[config.mk]
export PLATFORM = sky130hd
export DESIGN_NAME = pe_inj_arb_flat
export DESIGN_NICKNAME = d
export VERILOG_FILES = /design/src/rtl/pe_inj_arb_if.sv /design/src/rtl/pe_inj_arb.sv /design/src/flat_wrapper.sv
export SDC_FILE = /design/constraint.sdc
export NUM_CORES = 1
export LEC_CHECK = 0
export CORE_MARGIN = 5
export CORE_UTILIZATION = 41
export CTS_BUF_LIST = sky130_fd_sc_hd__clkbuf_4 sky130_fd_sc_hd__clkbuf_8
export DETAILED_ROUTE_END_ITERATION = 12
export PLACE_DENSITY = 0.95
export SLEW_MARGIN = 10
export SYNTH_ARGS = -nofsm -noshare
export SYNTH_HDL_FRONTEND = slang
export SYNTH_SLANG_ARGS = --single-unit
[constraint.sdc]
create_clock -name clk -period 5.77 [get_ports clk]
set_clock_uncertainty 0.15 [all_clocks]
set_input_delay 0.577 -clock clk [delete_from_list [all_inputs] [get_ports clk]]
set_output_delay 0.577 -clock clk [all_outputs]
set_load 0.02 [all_outputs]
[src/rtl/pe_inj_arb_if.sv]
// pe_inj_arb_if: request, injection and statistics signals of the PE injection arbiter.
// The statistics signals exist only when PE_INJ_ARB_STATS_EN is defined.
// master drives requests and switch readiness; slave is the arbiter.
interface pe_inj_arb_if #(
    parameter int N_REQ = 4,
    parameter int P_W   = 16,
    parameter int CNT_W = 16
);
    logic [N_REQ*P_W-1:0]   req_pkt;
    logic [N_REQ-1:0]       req_vld;
    logic [N_REQ-1:0]       req_ack;
    logic                   sw_rdy;
    logic [P_W-1:0]         out_pkt;
    logic                   out_vld;
`ifdef PE_INJ_ARB_STATS_EN
    logic [N_REQ*CNT_W-1:0] stat_cnt;
    logic [CNT_W-1:0]       stall_max;

    modport master (output req_pkt, req_vld, sw_rdy,
                     input  req_ack, out_pkt, out_vld, stat_cnt, stall_max);
    modport slave  (input  req_pkt, req_vld, sw_rdy,
                     output req_ack, out_pkt, out_vld, stat_cnt, stall_max);
`else
    modport master (output req_pkt, req_vld, sw_rdy,
                     input  req_ack, out_pkt, out_vld);
    modport slave  (input  req_pkt, req_vld, sw_rdy,
                     output req_ack, out_pkt, out_vld);
`endif

    // The counter width must be usable whenever statistics are built in.
    if (CNT_W < 1) begin : g_bad_cnt_w
        $error("pe_inj_arb_if: CNT_W must be at least 1");
    end
endinterface

[src/rtl/pe_inj_arb.sv]
// pe_inj_arb: round-robin injection arbiter from N_REQ local packet sources
// onto the single PE injection port of a torus switch.  The winner is
// registered and held until the switch takes it with sw_rdy.
// Optional statistics (per-source packet counts and the longest sw_rdy
// stall) are built in when the macro PE_INJ_ARB_STATS_EN is defined.
module pe_inj_arb #(
    parameter int P_W   = 16,
    parameter int X_AW  = 2,
    parameter int Y_AW  = 2,
    parameter int N_REQ = 4,
    parameter int CNT_W = 16
) (
    input logic         clk,
    input logic         rst,
    pe_inj_arb_if.slave bus
);
    localparam int PTR_W  = $clog2(N_REQ);
    localparam int ADDR_W = X_AW + Y_AW;

    typedef enum logic {
        EMPTY = 1'b0,
        FULL  = 1'b1
    } state_t;

    state_t             state_q;
    state_t             state_d;
    logic [PTR_W-1:0]   ptr;
    logic [PTR_W-1:0]   grant_idx;
    logic [PTR_W-1:0]   ptr_next;
    logic               grant_vld;
    logic [N_REQ-1:0]   grant_oh;
    logic [P_W-1:0]     grant_pkt;
    logic [P_W-1:0]     out_pkt;
    logic               out_vld;
    logic               tran_done;
    logic               can_load;
    logic               load;

    // Parameter sanity: the address must fit in the packet and the requester count is bounded.
    if (ADDR_W > P_W || N_REQ < 2 || N_REQ > 16 || CNT_W < 1) begin : g_bad_params
        $error("pe_inj_arb: illegal parameter combination");
    end

    assign out_vld   = (state_q == FULL);
    assign tran_done = out_vld & bus.sw_rdy;
    assign can_load  = !out_vld | tran_done;

    // Round-robin search: first valid requester at or above ptr, otherwise first valid from 0.
    always_comb begin
        grant_vld = 1'b0;
        grant_idx = '0;
        for (int i = 0; i < N_REQ; i++) begin
            if (!grant_vld && bus.req_vld[i] && (PTR_W'(i) >= ptr)) begin
                grant_vld = 1'b1;
                grant_idx = PTR_W'(i);
            end
        end
        for (int i = 0; i < N_REQ; i++) begin
            if (!grant_vld && bus.req_vld[i]) begin
                grant_vld = 1'b1;
                grant_idx = PTR_W'(i);
            end
        end
    end

    // One-hot grant and the winning packet selected from the flat request bus.
    always_comb begin
        grant_oh  = '0;
        grant_pkt = '0;
        for (int i = 0; i < N_REQ; i++) begin
            if (grant_vld && (grant_idx == PTR_W'(i))) begin
                grant_oh[i] = 1'b1;
                grant_pkt   = bus.req_pkt[i*P_W +: P_W];
            end
        end
    end

    assign bus.req_ack = (can_load && !rst) ? grant_oh : '0;
    assign load        = |(bus.req_vld & bus.req_ack);
    assign ptr_next    = (grant_idx == PTR_W'(N_REQ - 1)) ? '0 : grant_idx + PTR_W'(1);

    // Output occupancy state register.
    always_ff @(posedge clk) begin
        if (rst) begin
            state_q <= EMPTY;
        end else begin
            state_q <= state_d;
        end
    end

    // Occupancy transitions: fill on a load, drain only when the switch takes the packet and nothing replaces it.
    always_comb begin
        state_d = state_q;
        case (state_q)
            EMPTY: if (load) state_d = FULL;
            FULL:  if (tran_done && !load) state_d = EMPTY;
            default: state_d = EMPTY;
        endcase
    end

    // Capture the winning packet and advance the pointer past the winner on every load.
    always_ff @(posedge clk) begin
        if (rst) begin
            out_pkt <= '0;
            ptr     <= '0;
        end else if (load) begin
            out_pkt <= grant_pkt;
            ptr     <= ptr_next;
        end
    end

    assign bus.out_pkt = out_pkt;
    assign bus.out_vld = out_vld;

`ifdef PE_INJ_ARB_STATS_EN
    logic [PTR_W-1:0]       src_q;
    logic [N_REQ*CNT_W-1:0] stat_cnt;
    logic [CNT_W-1:0]       stall_cnt;
    logic [CNT_W-1:0]       stall_max;
    logic                   stall_step;

    assign stall_step = out_vld && !bus.sw_rdy && (stall_cnt != '1);

    // Remember which requester the held packet came from and count it when the switch takes it.
    always_ff @(posedge clk) begin
        if (rst) begin
            src_q    <= '0;
            stat_cnt <= '0;
        end else begin
            if (load) begin
                src_q <= grant_idx;
            end
            for (int i = 0; i < N_REQ; i++) begin
                if (tran_done && (src_q == PTR_W'(i)) && (stat_cnt[i*CNT_W +: CNT_W] != '1)) begin
                    stat_cnt[i*CNT_W +: CNT_W] <= stat_cnt[i*CNT_W +: CNT_W] + CNT_W'(1);
                end
            end
        end
    end

    // Track the current run of stalled cycles and the longest run seen, both saturating.
    always_ff @(posedge clk) begin
        if (rst) begin
            stall_cnt <= '0;
            stall_max <= '0;
        end else begin
            if (tran_done) begin
                stall_cnt <= '0;
            end else if (stall_step) begin
                stall_cnt <= stall_cnt + CNT_W'(1);
            end
            if (stall_step && (stall_max < stall_cnt + CNT_W'(1))) begin
                stall_max <= stall_cnt + CNT_W'(1);
            end
        end
    end

    assign bus.stat_cnt  = stat_cnt;
    assign bus.stall_max = stall_max;
`endif
endmodule

[src/flat_wrapper.sv]
// flat-port wrapper written by rule: the top's interface ports become plain ports
module pe_inj_arb_flat 
#(
    parameter int P_W   = 16,
    parameter int X_AW  = 2,
    parameter int Y_AW  = 2,
    parameter int N_REQ = 4,
    parameter int CNT_W = 16
)
  (clk, rst, bus_req_pkt, bus_req_vld, bus_sw_rdy, bus_req_ack, bus_out_pkt, bus_out_vld);
  pe_inj_arb_if #(.N_REQ(N_REQ), .P_W(P_W), .CNT_W(CNT_W)) bus_i ();
  input logic clk;
  input logic rst;
  input wire logic [$bits(bus_i.req_pkt)-1:0] bus_req_pkt;
  input wire logic [$bits(bus_i.req_vld)-1:0] bus_req_vld;
  input wire logic [$bits(bus_i.sw_rdy)-1:0] bus_sw_rdy;
  output wire logic [$bits(bus_i.req_ack)-1:0] bus_req_ack;
  output wire logic [$bits(bus_i.out_pkt)-1:0] bus_out_pkt;
  output wire logic [$bits(bus_i.out_vld)-1:0] bus_out_vld;
  assign bus_i.req_pkt = bus_req_pkt;
  assign bus_i.req_vld = bus_req_vld;
  assign bus_i.sw_rdy = bus_sw_rdy;
  assign bus_req_ack = bus_i.req_ack;
  assign bus_out_pkt = bus_i.out_pkt;
  assign bus_out_vld = bus_i.out_vld;
  pe_inj_arb #(.P_W(P_W), .X_AW(X_AW), .Y_AW(Y_AW), .N_REQ(N_REQ), .CNT_W(CNT_W)) u_core (.clk(clk), .rst(rst), .bus(bus_i));
endmodule
==> flow_summary.ini <==
[worst_setup_path]
crit_end = bus_req_ack[1]
crit_buf_inv = 2
r2r_cells = 8
end_kind = primary output
worst_ep_arrival_time_ns = 3.47
cp-start-kind = primary input
critPathTopFamily = buffers and inverters
path_depth = 7
r2r_start = u_core.ptr[0]
cp.required_ns = 5.04
slowest_delay_ns = 0.74
worstSetupStartpoint = bus_req_vld[1]
crit_type = in2out
cp_common_cell = clkdlybuf4s50_1
rrSetupSlack_ns = 2.51
crit_chain = clkdlybuf4s50_1, nand2b_1, a21oi_1, a211oi_1, ha_1, and2_1, clkdlybuf4s50_1
r2r_end = u_core.bus.out_pkt[15]
worst-path-max-fanout = 21
slowest_stage = ha_1

[sta]
setup_tns_ns = 0
setup_ws_ns = 1.57
slew_headroom = 0.238
rsz0062_at_grt = no
timing.hold.ws_ns = 0.313
tightestPinTransition_ns = 1.14
setup_viol = 0
slew_violations = 0
fmaxAchievable_mhz = 238
final-hold-violation-count = 0
finalCritPeriodShare = 0.727
min_period_ns = 4.20

[yosys]
syn_avg_cell_area_um2 = 7.43
synth_ff_type = dfxtp_1
synth_nets = 277
yosysTopAreaCellShare = 0.253
ys_async_sr_fraction = 0
yosys.area.top_type = dfxtp_1
yosysUniqueCellTypes = 28
synth_edf_count = 0
netlist_area_um2 = 1500
synth-seq-area-share = 0.253
yosys_warnings = 0
synthCells = 202
netlist_top_cells_area = dfxtp_1 (25%), nand2_1 (8.5%), a32oi_1 (8.2%), a211oi_1 (8.0%), nand2b_1 (7.9%)
yosys_register_bits = 19

[global_route]
grt_pass1_wl_um = 8230
grt_max_degree = 29
grt_pass1_vias = 1806
antenna_found_initial = 0
grt_overflow = 0
grt_usage = 0.201

[clock_tree]
cts_buffer_depth = 2
hold_buffers = 0
cts_root_buffer = clkbuf_8
cts_setup_buffers = 0
clkSinkCount = 19
cts_tree = built
cts_made_buffers = 3
htree_levels = 1
post_cts_resized = 0
cts.clk_slew.worst_paths_ns = 0.07
clock_latency_ns = 0.25

[power_and_ir_drop]
power-per-cell-area_nw_per_um2 = 220
p_leak_nw = 0.836
irDropWorstVdd_v = 0.000109
p_total_mw = 0.530

[hold_path]
hold_class = reg2reg

[finish]
antenna_cells = 0
drive_above_1_share = 0.0426
stdcell_area_um2 = 2410
fin_nets = 358
post-route-util = 0.670
syn2layout_area_growth_pct = 60.8
final_cells = 330
nFillCells = 322

[floorplanning]
fp.coreArea_um2 = 3610
rows = 22
start_util = 0.416
dieArea_um2 = 4970
die_w_um = 70.5
die_h_um = 70.5
io_pins = 92

[drt]
num_vias = 1822
first_iter_violations = 122
routedWlPerCell_um = 15.6
dr.pass1.iters = 5
routed_wl_um = 5140
ant_nets = 0
drc = 0
viasPerCell = 5.52

[place]
gp_congestion = 0.782
dp.cells = 326
hpwl_um = 3880
numPortBuffers = 91
place_ws_ns = 1.57
dpl-instance-area_um2 = 2370

[status]
status = complete, no violations

[flow_run]
cap_viol_max_count = 0
per-layer routing:
layer | wire [µm] | GRT usage | vias to the layer above
met1 | 2040 | 0.231 | 841
met3 | 401 | 0.0504 | 10
met4 | 106 | 0.0596 | 0
met5 | 0 | 0 | -
met2 | 2590 | 0.365 | 84
li1 | - | - | 887
cells in the mapped netlist, types with 2 or more instances:
master	instances
and2_1	4
a22oi_1	2
clkbuf_1	5
nand2_1	34
a211oi_1	16
a211oi_2	3
a32oi_1	14
inv_1	4
buf_2	4
ha_1	4
o21ai_0	16
a21oi_1	18
buf_4	3
buf_6	4
nand2b_1	19
nor2b_1	3
o2111ai_1	2
nor2_1	19
dfxtp_1	19
power breakdown:
| part | switching (mW) | total [mW] | internal, mW | leakage, nW |
|---|---|---|---|---|
| Combinational | 0.140 | 0.271 | 0.132 | 0.654 |
| Clock | 0.0449 | 0.0987 | 0.0538 | 0.0262 |
| Sequential | 0.0107 | 0.160 | 0.150 | 0.156 |
worst min path at each step:
stage / end / start / cells after the start
2_1_floorplan: u_core.ptr[1] / u_core.ptr[1] / 2
3_3_place_gp: u_core.bus.out_pkt[5] / u_core.bus.out_pkt[5] / 2
3_5_place_dp: u_core.bus.out_pkt[5] / u_core.bus.out_pkt[5] / 2
4_1_cts: u_core.bus.out_pkt[5] / u_core.bus.out_pkt[5] / 2
5_1_grt: u_core.bus.out_pkt[3] / u_core.bus.out_pkt[3] / 2
6_report: u_core.bus.out_pkt[5] / u_core.bus.out_pkt[5] / 2
worst register-to-register path, delay by kind of cell, from the launching register on:
kind | cells | cell delay [ns]
AO/OA/AOI/OAI | 6 | 1.69
flip-flops | 1 | 0.38
adder cells (fa/ha/maj) | 1 | 0.74
AND/OR/NAND/NOR | 1 | 0.13
kinds of logic (layout without fill, tap and decap cells):
group                    after synthesis  in the layout  synth area share
AND/OR/NAND/NOR                       82             82             0.274
buffers and inverters                 21            101            0.0908
flip-flops                            19             19             0.253
adder cells (fa/ha/maj)                4              4            0.0333
AO/OA/AOI/OAI                         76             76             0.348
cell usage in the layout (no fill, tap or decap), drive strengths merged, types with 14 or more instances in the layout:
master / instances
o21ai: 16
nand2b: 19
nor2: 19
clkdlybuf4s50: 91
dfxtp: 19
a32oi: 14
a211oi: 19
a21oi: 19
nand2: 34
registers in the layout (all words and copies together), names as in the netlist:
signal,count
u_core.bus.out_pkt,16
u_core.bus.out_vld,1
u_core.ptr,2
layout make-up:
class	count	area [µm²]	area share
Inverter	4	15.0	0.00622
Timing Repair Buffer	93	926	0.383
Sequential cell	19	380	0.158
Clock buffer	4	48.8	0.0202
Multi-Input combinational cell	162	985	0.408
Tap cell	48	60.1	0.0249
Note: power is estimated with default switching activity, not from simulation.
